### src/rtl/store_buffer_pkg.sv
// ============================================================================
// store_buffer_pkg : size codes, drain states and FIFO entry layout
// Revision: 1.0
// ============================================================================
`default_nettype none
`timescale 1ns/1ps

package store_buffer_pkg;

  localparam logic [1:0] SIZE_BYTE = 2'b00;
  localparam logic [1:0] SIZE_HALF = 2'b01;
  localparam logic [1:0] SIZE_WORD = 2'b10;

  typedef enum logic [1:0] {
    SB_IDLE = 2'd0,
    SB_REQ  = 2'd1,
    SB_WAIT = 2'd2
  } sb_state_t;

  // BSEL: bit3 = lane bits 7:0, bit0 = lane bits 31:24 (load path encoding)
  typedef logic [3:0] bsel_t;

  typedef struct packed {
    logic [31:0] addr;
    logic [1:0]  size;
    bsel_t       bsel;
    logic [31:0] wdata;
  } sb_entry_t;

  function automatic logic [3:0] bsel_to_wstrb(input bsel_t b);
    return {b[0], b[1], b[2], b[3]};
  endfunction

endpackage

`default_nettype wire

### src/rtl/store_buffer_if.sv
// ============================================================================
// store_buffer_if : MEM-stage store/load side plus data-SRAM bus of the buffer
// Revision: 1.0
// ============================================================================
`default_nettype none
`timescale 1ns/1ps

interface store_buffer_if;
  import store_buffer_pkg::*;

  logic        st_req_i;
  logic [31:0] st_addr_i;
  logic [1:0]  st_size_i;
  logic [31:0] st_data_i;
  logic        st_accept_o;
  logic        ld_req_i;
  logic [31:0] ld_addr_i;
  logic        ld_hazard_o;
  logic        stallreq_o;
  logic        sb_empty_o;
  logic        data_req_o;
  logic        data_wr_o;
  logic [1:0]  data_size_o;
  logic [31:0] data_addr_o;
  bsel_t       data_wstrb_o;
  logic [31:0] data_wdata_o;
  logic        data_addr_ok_i;
  logic        data_data_ok_i;

  // master: the store buffer itself (it masters the data bus)
  modport master (
    input  st_req_i, st_addr_i, st_size_i, st_data_i,
    input  ld_req_i, ld_addr_i,
    input  data_addr_ok_i, data_data_ok_i,
    output st_accept_o, ld_hazard_o, stallreq_o, sb_empty_o,
    output data_req_o, data_wr_o, data_size_o, data_addr_o,
    output data_wstrb_o, data_wdata_o
  );

  modport slave (
    output st_req_i, st_addr_i, st_size_i, st_data_i,
    output ld_req_i, ld_addr_i,
    output data_addr_ok_i, data_data_ok_i,
    input  st_accept_o, ld_hazard_o, stallreq_o, sb_empty_o,
    input  data_req_o, data_wr_o, data_size_o, data_addr_o,
    input  data_wstrb_o, data_wdata_o
  );

endinterface

`default_nettype wire

### src/rtl/store_buffer_align.sv
// ============================================================================
// store_buffer_align : store size/address/data -> byte selects and lane data
// Revision: 1.0
// ============================================================================
`default_nettype none
`timescale 1ns/1ps

module store_buffer_align
  import store_buffer_pkg::*;
(
  input  wire logic [1:0]  i_size,
  input  wire logic [1:0]  i_addr_lo,
  input  wire logic [31:0] i_data,
  output bsel_t            o_bsel,
  output logic      [31:0] o_wdata
);

  always_comb begin
    o_bsel  = 4'b1111;
    o_wdata = i_data;
    case (i_size)
      SIZE_BYTE: begin
        o_bsel  = 4'b1000 >> i_addr_lo;
        o_wdata = {4{i_data[7:0]}};
      end
      SIZE_HALF: begin
        o_bsel  = i_addr_lo[1] ? 4'b0011 : 4'b1100;
        o_wdata = {2{i_data[15:0]}};
      end
      default: begin
        o_bsel  = 4'b1111;
        o_wdata = i_data;
      end
    endcase
  end

endmodule

`default_nettype wire

### src/rtl/store_buffer.sv
// ============================================================================
// store_buffer : committed-store FIFO draining over req/addr_ok/data_ok,
//                with load-hazard detection against pending store words
// Revision: 1.0
// ============================================================================
`default_nettype none
`timescale 1ns/1ps

module store_buffer
  import store_buffer_pkg::*;
#(
  parameter int unsigned SB_DEPTH = 4,
  parameter int unsigned SB_AW    = $clog2(SB_DEPTH)
) (
  input  wire logic       cpu_clk_50M,
  input  wire logic       cpu_rst_n,
  store_buffer_if.master  sb
);

  localparam logic [SB_AW:0] c_DEPTH = SB_DEPTH[SB_AW:0];
  localparam logic [SB_AW:0] c_ONE   = {{SB_AW{1'b0}}, 1'b1};

  sb_entry_t          r_mem [SB_DEPTH];
  logic [SB_DEPTH-1:0] r_vld;
  logic [SB_AW-1:0]   r_wp;
  logic [SB_AW-1:0]   r_rp;
  logic [SB_AW:0]     r_count;
  sb_state_t          r_state;
  logic               r_req;

  bsel_t              w_bsel;
  logic [31:0]        w_wdata;
  logic               w_full;
  logic               w_push;
  logic               w_pop;
  logic               w_more;
  logic               w_hazard;
  logic [SB_DEPTH-1:0] w_hit;
  sb_entry_t          w_head;
  logic [1:0]         w_unused_ld_lo;

  store_buffer_align u_align (
    .i_size    (sb.st_size_i),
    .i_addr_lo (sb.st_addr_i[1:0]),
    .i_data    (sb.st_data_i),
    .o_bsel    (w_bsel),
    .o_wdata   (w_wdata)
  );

  assign w_full = (r_count == c_DEPTH);
  assign w_push = cpu_rst_n & sb.st_req_i & ~w_full;
  // A pop needs the request accepted: data_ok alone in REQ is not a completion
  assign w_pop  = cpu_rst_n & sb.data_data_ok_i &
                  (((r_state == SB_REQ) & sb.data_addr_ok_i) | (r_state == SB_WAIT));
  assign w_more = (r_count > c_ONE);
  assign w_head = r_mem[r_rp];

  always_ff @(posedge cpu_clk_50M) begin
    if (!cpu_rst_n) begin
      r_wp    <= '0;
      r_rp    <= '0;
      r_count <= '0;
      r_vld   <= '0;
      for (int i = 0; i < SB_DEPTH; i++) begin
        r_mem[i] <= '0;
      end
    end else begin
      if (w_push) begin
        r_mem[r_wp] <= '{addr: sb.st_addr_i, size: sb.st_size_i,
                         bsel: w_bsel, wdata: w_wdata};
        r_vld[r_wp] <= 1'b1;
        r_wp        <= r_wp + 1'b1;
      end
      if (w_pop) begin
        r_vld[r_rp] <= 1'b0;
        r_rp        <= r_rp + 1'b1;
      end
      case ({w_push, w_pop})
        2'b10:   r_count <= r_count + 1'b1;
        2'b01:   r_count <= r_count - 1'b1;
        default: r_count <= r_count;
      endcase
    end
  end

  always_ff @(posedge cpu_clk_50M) begin
    if (!cpu_rst_n) begin
      r_state <= SB_IDLE;
      r_req   <= 1'b0;
    end else begin
      case (r_state)
        SB_IDLE: begin
          if (r_count != '0) begin
            r_state <= SB_REQ;
            r_req   <= 1'b1;
          end
        end
        SB_REQ: begin
          if (sb.data_addr_ok_i) begin
            if (sb.data_data_ok_i) begin
              r_state <= w_more ? SB_REQ : SB_IDLE;
              r_req   <= w_more;
            end else begin
              r_state <= SB_WAIT;
              r_req   <= 1'b0;
            end
          end
        end
        SB_WAIT: begin
          if (sb.data_data_ok_i) begin
            r_state <= w_more ? SB_REQ : SB_IDLE;
            r_req   <= w_more;
          end
        end
        default: begin
          r_state <= SB_IDLE;
          r_req   <= 1'b0;
        end
      endcase
    end
  end

  for (genvar gi = 0; gi < SB_DEPTH; gi++) begin : g_hazard
    assign w_hit[gi] = r_vld[gi] & (r_mem[gi].addr[31:2] == sb.ld_addr_i[31:2]);
  end

  assign w_unused_ld_lo = sb.ld_addr_i[1:0];
  assign w_hazard       = cpu_rst_n & sb.ld_req_i & (|w_hit);

  assign sb.st_accept_o  = w_push;
  assign sb.ld_hazard_o  = w_hazard;
  assign sb.stallreq_o   = cpu_rst_n & ((sb.st_req_i & w_full) | w_hazard);
  assign sb.sb_empty_o   = ~cpu_rst_n | (r_count == '0);
  assign sb.data_req_o   = cpu_rst_n & r_req;
  assign sb.data_wr_o    = cpu_rst_n & r_req;
  assign sb.data_size_o  = cpu_rst_n ? w_head.size  : 2'b00;
  assign sb.data_addr_o  = cpu_rst_n ? w_head.addr  : 32'h0;
  assign sb.data_wstrb_o = cpu_rst_n ? bsel_to_wstrb(w_head.bsel) : 4'h0;
  assign sb.data_wdata_o = cpu_rst_n ? w_head.wdata : 32'h0;

endmodule

`default_nettype wire

### src/flat_wrapper.sv
// flat-port wrapper written by rule: the top's interface ports become plain ports
module store_buffer_flat import store_buffer_pkg::*;
#(
  parameter int unsigned SB_DEPTH = 4,
  parameter int unsigned SB_AW    = $clog2(SB_DEPTH)
)
  (cpu_clk_50M, cpu_rst_n, sb_st_req_i, sb_st_addr_i, sb_st_size_i, sb_st_data_i, sb_ld_req_i, sb_ld_addr_i, sb_data_addr_ok_i, sb_data_data_ok_i, sb_st_accept_o, sb_ld_hazard_o, sb_stallreq_o, sb_sb_empty_o, sb_data_req_o, sb_data_wr_o, sb_data_size_o, sb_data_addr_o, sb_data_wstrb_o, sb_data_wdata_o);
  store_buffer_if sb_i ();
  input  wire logic cpu_clk_50M;
  input  wire logic cpu_rst_n;
  input wire logic [$bits(sb_i.st_req_i)-1:0] sb_st_req_i;
  input wire logic [$bits(sb_i.st_addr_i)-1:0] sb_st_addr_i;
  input wire logic [$bits(sb_i.st_size_i)-1:0] sb_st_size_i;
  input wire logic [$bits(sb_i.st_data_i)-1:0] sb_st_data_i;
  input wire logic [$bits(sb_i.ld_req_i)-1:0] sb_ld_req_i;
  input wire logic [$bits(sb_i.ld_addr_i)-1:0] sb_ld_addr_i;
  input wire logic [$bits(sb_i.data_addr_ok_i)-1:0] sb_data_addr_ok_i;
  input wire logic [$bits(sb_i.data_data_ok_i)-1:0] sb_data_data_ok_i;
  output wire logic [$bits(sb_i.st_accept_o)-1:0] sb_st_accept_o;
  output wire logic [$bits(sb_i.ld_hazard_o)-1:0] sb_ld_hazard_o;
  output wire logic [$bits(sb_i.stallreq_o)-1:0] sb_stallreq_o;
  output wire logic [$bits(sb_i.sb_empty_o)-1:0] sb_sb_empty_o;
  output wire logic [$bits(sb_i.data_req_o)-1:0] sb_data_req_o;
  output wire logic [$bits(sb_i.data_wr_o)-1:0] sb_data_wr_o;
  output wire logic [$bits(sb_i.data_size_o)-1:0] sb_data_size_o;
  output wire logic [$bits(sb_i.data_addr_o)-1:0] sb_data_addr_o;
  output wire logic [$bits(sb_i.data_wstrb_o)-1:0] sb_data_wstrb_o;
  output wire logic [$bits(sb_i.data_wdata_o)-1:0] sb_data_wdata_o;
  assign sb_i.st_req_i = sb_st_req_i;
  assign sb_i.st_addr_i = sb_st_addr_i;
  assign sb_i.st_size_i = sb_st_size_i;
  assign sb_i.st_data_i = sb_st_data_i;
  assign sb_i.ld_req_i = sb_ld_req_i;
  assign sb_i.ld_addr_i = sb_ld_addr_i;
  assign sb_i.data_addr_ok_i = sb_data_addr_ok_i;
  assign sb_i.data_data_ok_i = sb_data_data_ok_i;
  assign sb_st_accept_o = sb_i.st_accept_o;
  assign sb_ld_hazard_o = sb_i.ld_hazard_o;
  assign sb_stallreq_o = sb_i.stallreq_o;
  assign sb_sb_empty_o = sb_i.sb_empty_o;
  assign sb_data_req_o = sb_i.data_req_o;
  assign sb_data_wr_o = sb_i.data_wr_o;
  assign sb_data_size_o = sb_i.data_size_o;
  assign sb_data_addr_o = sb_i.data_addr_o;
  assign sb_data_wstrb_o = sb_i.data_wstrb_o;
  assign sb_data_wdata_o = sb_i.data_wdata_o;
  store_buffer #(.SB_DEPTH(SB_DEPTH), .SB_AW(SB_AW)) u_core (.cpu_clk_50M(cpu_clk_50M), .cpu_rst_n(cpu_rst_n), .sb(sb_i));
endmodule
### config.mk
export PLATFORM = sky130hd
export DESIGN_NAME = store_buffer_flat
export DESIGN_NICKNAME = d
export VERILOG_FILES = /design/src/rtl/store_buffer_pkg.sv /design/src/rtl/store_buffer_if.sv /design/src/rtl/store_buffer_align.sv /design/src/rtl/store_buffer.sv /design/src/flat_wrapper.sv
export SDC_FILE = /design/constraint.sdc
export NUM_CORES = 1
export LEC_CHECK = 0
export BUFFER_PORTS_ARGS = -buffer_cell sky130_fd_sc_hd__clkbuf_2
export CAP_MARGIN = 15
export CORE_ASPECT_RATIO = 0.7
export CORE_MARGIN = 8
export CORE_UTILIZATION = 45
export CTS_CLUSTER_SIZE = 24
export DETAILED_ROUTE_END_ITERATION = 6
export PLACE_DENSITY = 0.74
export SYNTH_ARGS = -nofsm -noshare
export SYNTH_HDL_FRONTEND = slang
export SYNTH_HIERARCHICAL = 1
export SYNTH_SLANG_ARGS = --single-unit
### constraint.sdc
create_clock -name cpu_clk_50M -period 17.14 [get_ports cpu_clk_50M]
set_input_delay 1.714 -clock cpu_clk_50M [delete_from_list [all_inputs] [get_ports cpu_clk_50M]]
set_output_delay 1.714 -clock cpu_clk_50M [all_outputs]
set_load 0.02 [all_outputs]
==> metrics.txt, run 1 <==
min Tclk post-route 5610 ps; clock buffer count from CTS 31; critical path's top delay family simple AND/OR/NAND/NOR gates; I/O pin count 180; H-Tree Depth 1; Std-Cell Rows 56; Yosys reg bits 295; clock sink count 295; Cell Area, Synth 0.0153 mm²; dpl hpwl 25800 µm; area grow syn2layout 13.3%; GP Congestion 0.884; vias in the first global route 9363; Ys Warns 6; setup repair bufs after CTS 0; Post-synth EDFFs 280; slowest cell on the critical path nor4_1; Overflow after GRT 0; Syn Inst Count 1088; top post-synthesis cells by count and2_1 (352), edfxtp_1 (280), xnor2_1 (72); slew margin rel. 0.202; R2R Setup Slk 13490 ps; worst hold stages 2; Clock Latency Late Sink 560 ps; Hold EP u_core/r_vld[1]; DIE HEIGHT 170 µm; root buf cell clkbuf_16; Max Cap Viol 0; final hold viol count 0; PwrDens 99.9 mW/mm²; Top FF cell, synth edfxtp_1; CP Capture Type primary output; worst reg2reg path depth 7; total track usage 0.195; final worst-path setup slack 11530 ps; via count 9228; crit path DAT 3890 ps; Worst Skew 10.2 ps; Tcrit/Tclk final 0.327; Fill cells 2822; largest net degree at the start of global routing 84; slowest stage delay, CP 550 ps; diode count 0; Initial Util 0.457; Synth cell types 42; first-pass GRT wire length 58900 µm; antenna violations before repair 4; Final Max Tran Viols 0; fraction of layout cells with a size suffix above 1 0.274; VDD IR max 0.0636 mV; DR iter-0 viols 761; highest clock rate 178 MHz; worst-margin pin slew 1200 ps; pre-CTS setup slack 11530 ps; Core ar. 0.0334 mm²; RSZ-0062 raised after global routing false; hold_ws 555 ps; cts hold-fix bufs 0; Synth area leader edfxtp_1; crit path cell chain clkbuf_2, xnor2_1, nand4_1, nor4_1, nand4_1, a41oi_2, o21bai_1, clkbuf_2; R2R Path Start u_core/r_count[0]; most frequent cell after synthesis and2_1; DRC 0; Lkg Pwr 6.53 nW; Mapped Avg Cell Area 14.0 µm²; clock slew at reported path FFs 60 ps; die area 0.0402 mm²; CP startpoint kind input pin; Fin Setup TNS 0 ps; drt wl/cell 24.0 µm; dominant cells by area after synthesis edfxtp_1 (55%), and2_1 (14%), mux4_2 (10%), xnor2_1 (4.1%), xor2_1 (2.6%); Seq/Total Area, Yosys 0.570; CTS-repair resized insts 0; nets 1340; class of the worst hold path reg -> reg; crit-path max FO 4; endpoints failing setup 0; routed vias/inst 5.49; DRT antenna net count 0; I/O Buffers 177; CTS tree yes; async set or reset register ratio after synthesis 0; status complete, no violations; DIE WIDTH 236 µm; clock buffer depth 3; post-synthesis net count 1205; post-synth top area share 0.551; Worst EP required 15430 ps; worst r2r dst u_core/r_mem[3][2]; DRT Pass-1 Iters 5; drt total wl 40400 µm; WP buf/inv 2; Hold Crit Start u_core/r_vld[1]; worst setup path class in -> out
[cells in the final DEF, fill, tap and decap left out, drive strengths merged, types with 2 or more instances in the layout]
master,instances
and2,352
edfxtp,280
clkbuf,214
xnor2,78
mux4,70
xor2,46
nand4,24
nand2,16
nor4,16
mux2,16
dfxtp,15
clkinv,14
ha,13
o21ai,13
buf,12
nor2,11
inv,11
mux2i,10
a21oi,7
a211oi,5
o21bai,5
nor3,3
nand2b,3
bufinv,2
nand3,2
and3,2
[tightest hold or removal path: cells and delay by family, from the launching register on]
| family | cells | cell delay [ps] |
|---|---|---|
| compound gates | 2 | 170 |
| flops | 1 | 330 |
[cell families after synthesis]
family	synth area share
mux	0.122
flops	0.570
buf+inv	0.0339
simple gates	0.174
fa+ha+maj	0.0107
xor+xnor	0.0741
compound gates	0.0152
[per-layer routing]
layer	GRT usage	routed length (µm)
met1	0.268	17500
met2	0.311	18500
met3	0.0507	3560
met4	0.0426	799
met5	0	57
[worst max-delay path by stage]
stage | start | to | slack, ps | cells past startpoint
after floorplan | sb_st_req_i | u_core/r_mem[2][0] | 9480 | 4
after global placement | cpu_rst_n | u_core/r_mem[3][17] | 11620 | 8
after detailed placement | cpu_rst_n | u_core/r_mem[3][17] | 11530 | 8
after CTS | cpu_rst_n | sb_st_accept_o | 11640 | 6
after global routing | cpu_rst_n | sb_st_accept_o | 11540 | 6
final | sb_ld_addr_i[24] | sb_stallreq_o | 11530 | 8
[metrics by stage]
step	instances	utilization	area, µm²	power [mW]
2_1_floorplan	1088	-	15300	1.03
3_3_place_gp	1625	0.490	16400	1.11
3_5_place_dp	1625	0.490	16400	1.11
4_1_cts	1680	0.518	17300	1.74
5_1_grt	1680	0.518	17300	1.79
6_report	1680	0.518	17300	1.73
[power by group]
part | internal [mW] | total [mW] | switching, mW
combinational | 0.0958 | 0.232 | 0.136
clock | 0.359 | 0.631 | 0.271
sequential | 0.839 | 0.865 | 0.0261
[cell type report]
| class | instances | area (µm²) | area share |
|---|---|---|---|
| inverter | 9 | 33.8 | 0.00195 |
| clock inverter | 18 | 136 | 0.00788 |
| clock buffer | 37 | 798 | 0.0461 |
| multi-input combinational | 697 | 6100 | 0.352 |
| sequential | 295 | 8720 | 0.504 |
| timing repair buffer | 189 | 976 | 0.0564 |
| tap | 435 | 544 | 0.0315 |
[state kept, by name, indices dropped and copies added (netlist names), named ones only]
register / flops
u_core/r_vld: 4
u_core/r_mem: 280
u_core/r_wp: 2
u_core/r_rp: 2
u_core/r_count: 3
u_core/r_state: 2
Power figures use the tool's default switching activity.
==> run 2: changes to the inputs <==
--- a/config.mk
+++ b/config.mk
@@ -12,7 +12,7 @@
 export CORE_UTILIZATION = 45
 export CTS_CLUSTER_SIZE = 24
 export DETAILED_ROUTE_END_ITERATION = 6
-export PLACE_DENSITY = 0.74
+export PLACE_DENSITY = 0.77
 export SYNTH_ARGS = -nofsm -noshare
 export SYNTH_HDL_FRONTEND = slang
 export SYNTH_HIERARCHICAL = 1
==> constraint.sdc (replaced) <==
create_clock -name cpu_clk_50M -period 4.55 [get_ports cpu_clk_50M]
set_input_delay 0.455 -clock cpu_clk_50M [delete_from_list [all_inputs] [get_ports cpu_clk_50M]]
set_output_delay 0.455 -clock cpu_clk_50M [all_outputs]
set_load 0.02 [all_outputs]
==> run 2 against run 1 <==
  * Die area unchanged
  * Clock power grew to 3.7 times the previous value
  * Design area up 0.46%
  * Largest power group unchanged
==> metrics.txt, run 2 (synthesis results as in run 1) <==
Final Max Tran Viols 0; Lkg Pwr 6.57 nW; DRC 0; critical path's top delay family simple AND/OR/NAND/NOR gates; crit path DAT 3180 ps; drt wl/cell 23.8 µm; CTS tree yes; min Tclk post-route 3640 ps; dpl cell area 0.0164 mm²; worst setup path class reg -> out; worst-margin pin slew 1030 ps; DR iter-0 viols 937; power share of the clock group 0.363; via count 9183; first-pass GRT wire length 60000 µm; max FFs per register 280; sw power 1.62 mW; final worst-path setup slack 910 ps; cts hold-fix bufs 0; Core ar. 0.0334 mm²; most frequent cells in the layout and2_1 (352), edfxtp_1 (280), clkbuf_2 (177); drt total wl 40200 µm; nets 1346; CP startpoint kind flop; DRT Pass-1 Iters 5; Initial Util 0.457; switching share of power 0.249; fraction of layout cells with a size suffix above 1 0.277; Sequential Area 0.00872 mm²; class of the worst hold path in -> reg; antenna violations before repair 4; routed vias/inst 5.44; top routing layer used met5; H-Tree Depth 1; hold_ws 223 ps; slew margin rel. 0.311; pre-CTS setup slack 1470 ps; DRT antenna net count 0; Overflow after GRT 0; crit-path max FO 2; Seq pwr share 0.501; setup repair bufs after CTS 0; endpoints failing setup 0; status complete, no violations; slowest stage delay, CP 560 ps; Critical Path Most Common Cell nand4_1; met3 wire len 4150 µm; dpl hpwl 26500 µm; Worst EP required 4090 ps; I/O Buffers 177; root buf cell clkbuf_16; clock sink count 295; area of the multi-input gates 0.00610 mm²; DIE HEIGHT 170 µm; PwrDens 374 mW/mm²; Power, Total 6.50 mW; met1 wire length 17300 µm; area grow syn2layout 13.8%; Tcrit/Tclk final 0.800; GP Congestion 0.926; Finished Cell Area 0.0174 mm²; Max Cap Viol 0; RSZ-0062 raised after global routing false; slowest cell on the critical path nor4_1; Most flops, register u_core/r_mem; DIE WIDTH 236 µm; Worst Skew 8.86 ps; dpl cells 1632; final hold viol count 0; Std-Cell Rows 56; clock buffer depth 3; Int Power 4.88 mW; crit path cell chain xnor2_1, nand4_1, nor4_1, nand4_1, a41oi_2, o21bai_1, clkbuf_2; Fill cells 2796; clock buffer count from CTS 30; met2 routed WL 18100 µm; WP buf/inv 1; VDD IR max 0.208 mV; Finished Layout Cells 1689; Core Util, Final 0.520; vias in the first global route 9632; CP Capture Type primary output; Fin Setup TNS 0 ps; Clock Latency Late Sink 550 ps; clock slew at reported path FFs 60 ps; commonest non-fill, non-tap cell in the layout and2_1; die area 0.0402 mm²; leading registers by flop count u_core/r_mem x280, u_core/r_vld x4, u_core/r_count x3; CTS-repair resized insts 0; total track usage 0.196; highest clock rate 275 MHz; largest net degree at the start of global routing 71; Gate power share 0.136; I/O pin count 180
## run 2: metal layers
metal,vias up,GRT usage
li1,4157,-
met1,4586,0.269
met2,386,0.301
met3,48,0.0664
met4,6,0.0402
met5,-,0
## run 2: final timing paths
path | cells after the start | slack [ps] | from | end
max | 7 | 910 | u_core/r_mem[3][56] | sb_stallreq_o
min | 2 | 220 | sb_st_addr_i[16] | u_core/r_mem[0][54]
max reg2reg | 7 | 2110 | u_core/r_count[0] | u_core/r_mem[2][3]
min reg2reg | 2 | 540 | u_core/r_vld[0] | u_core/r_vld[0]
## run 2: final cells by class
class / instances / area share
inverter: 9 / 0.00194
clock buffer: 39 / 0.0464
antenna: 1 / 0.000144
tap: 435 / 0.0313
clock inverter: 17 / 0.00734
timing repair buffer: 196 / 0.0606
multi-input combinational: 697 / 0.351
sequential: 295 / 0.501
## run 2: worst register-to-register path, stage by stage (launching register included)
cell and delay [ps]:
dfxtp_1 400, inv_1 100, ha_1 270, a21oi_4 230, nand2_1 210, nor2_4 610, buf_4 340, and2_1 160
## run 2: power groups by stage
stage | sequential [mW] | clock, mW | combinational [mW]
after global placement | 3.30 | 0 | 0.874
after global routing | 3.27 | 2.52 | 0.948
after detailed placement | 3.31 | 0 | 0.886
final | 3.25 | 2.36 | 0.885
after floorplan | 3.28 | 0 | 0.589
after CTS | 3.25 | 2.40 | 0.890
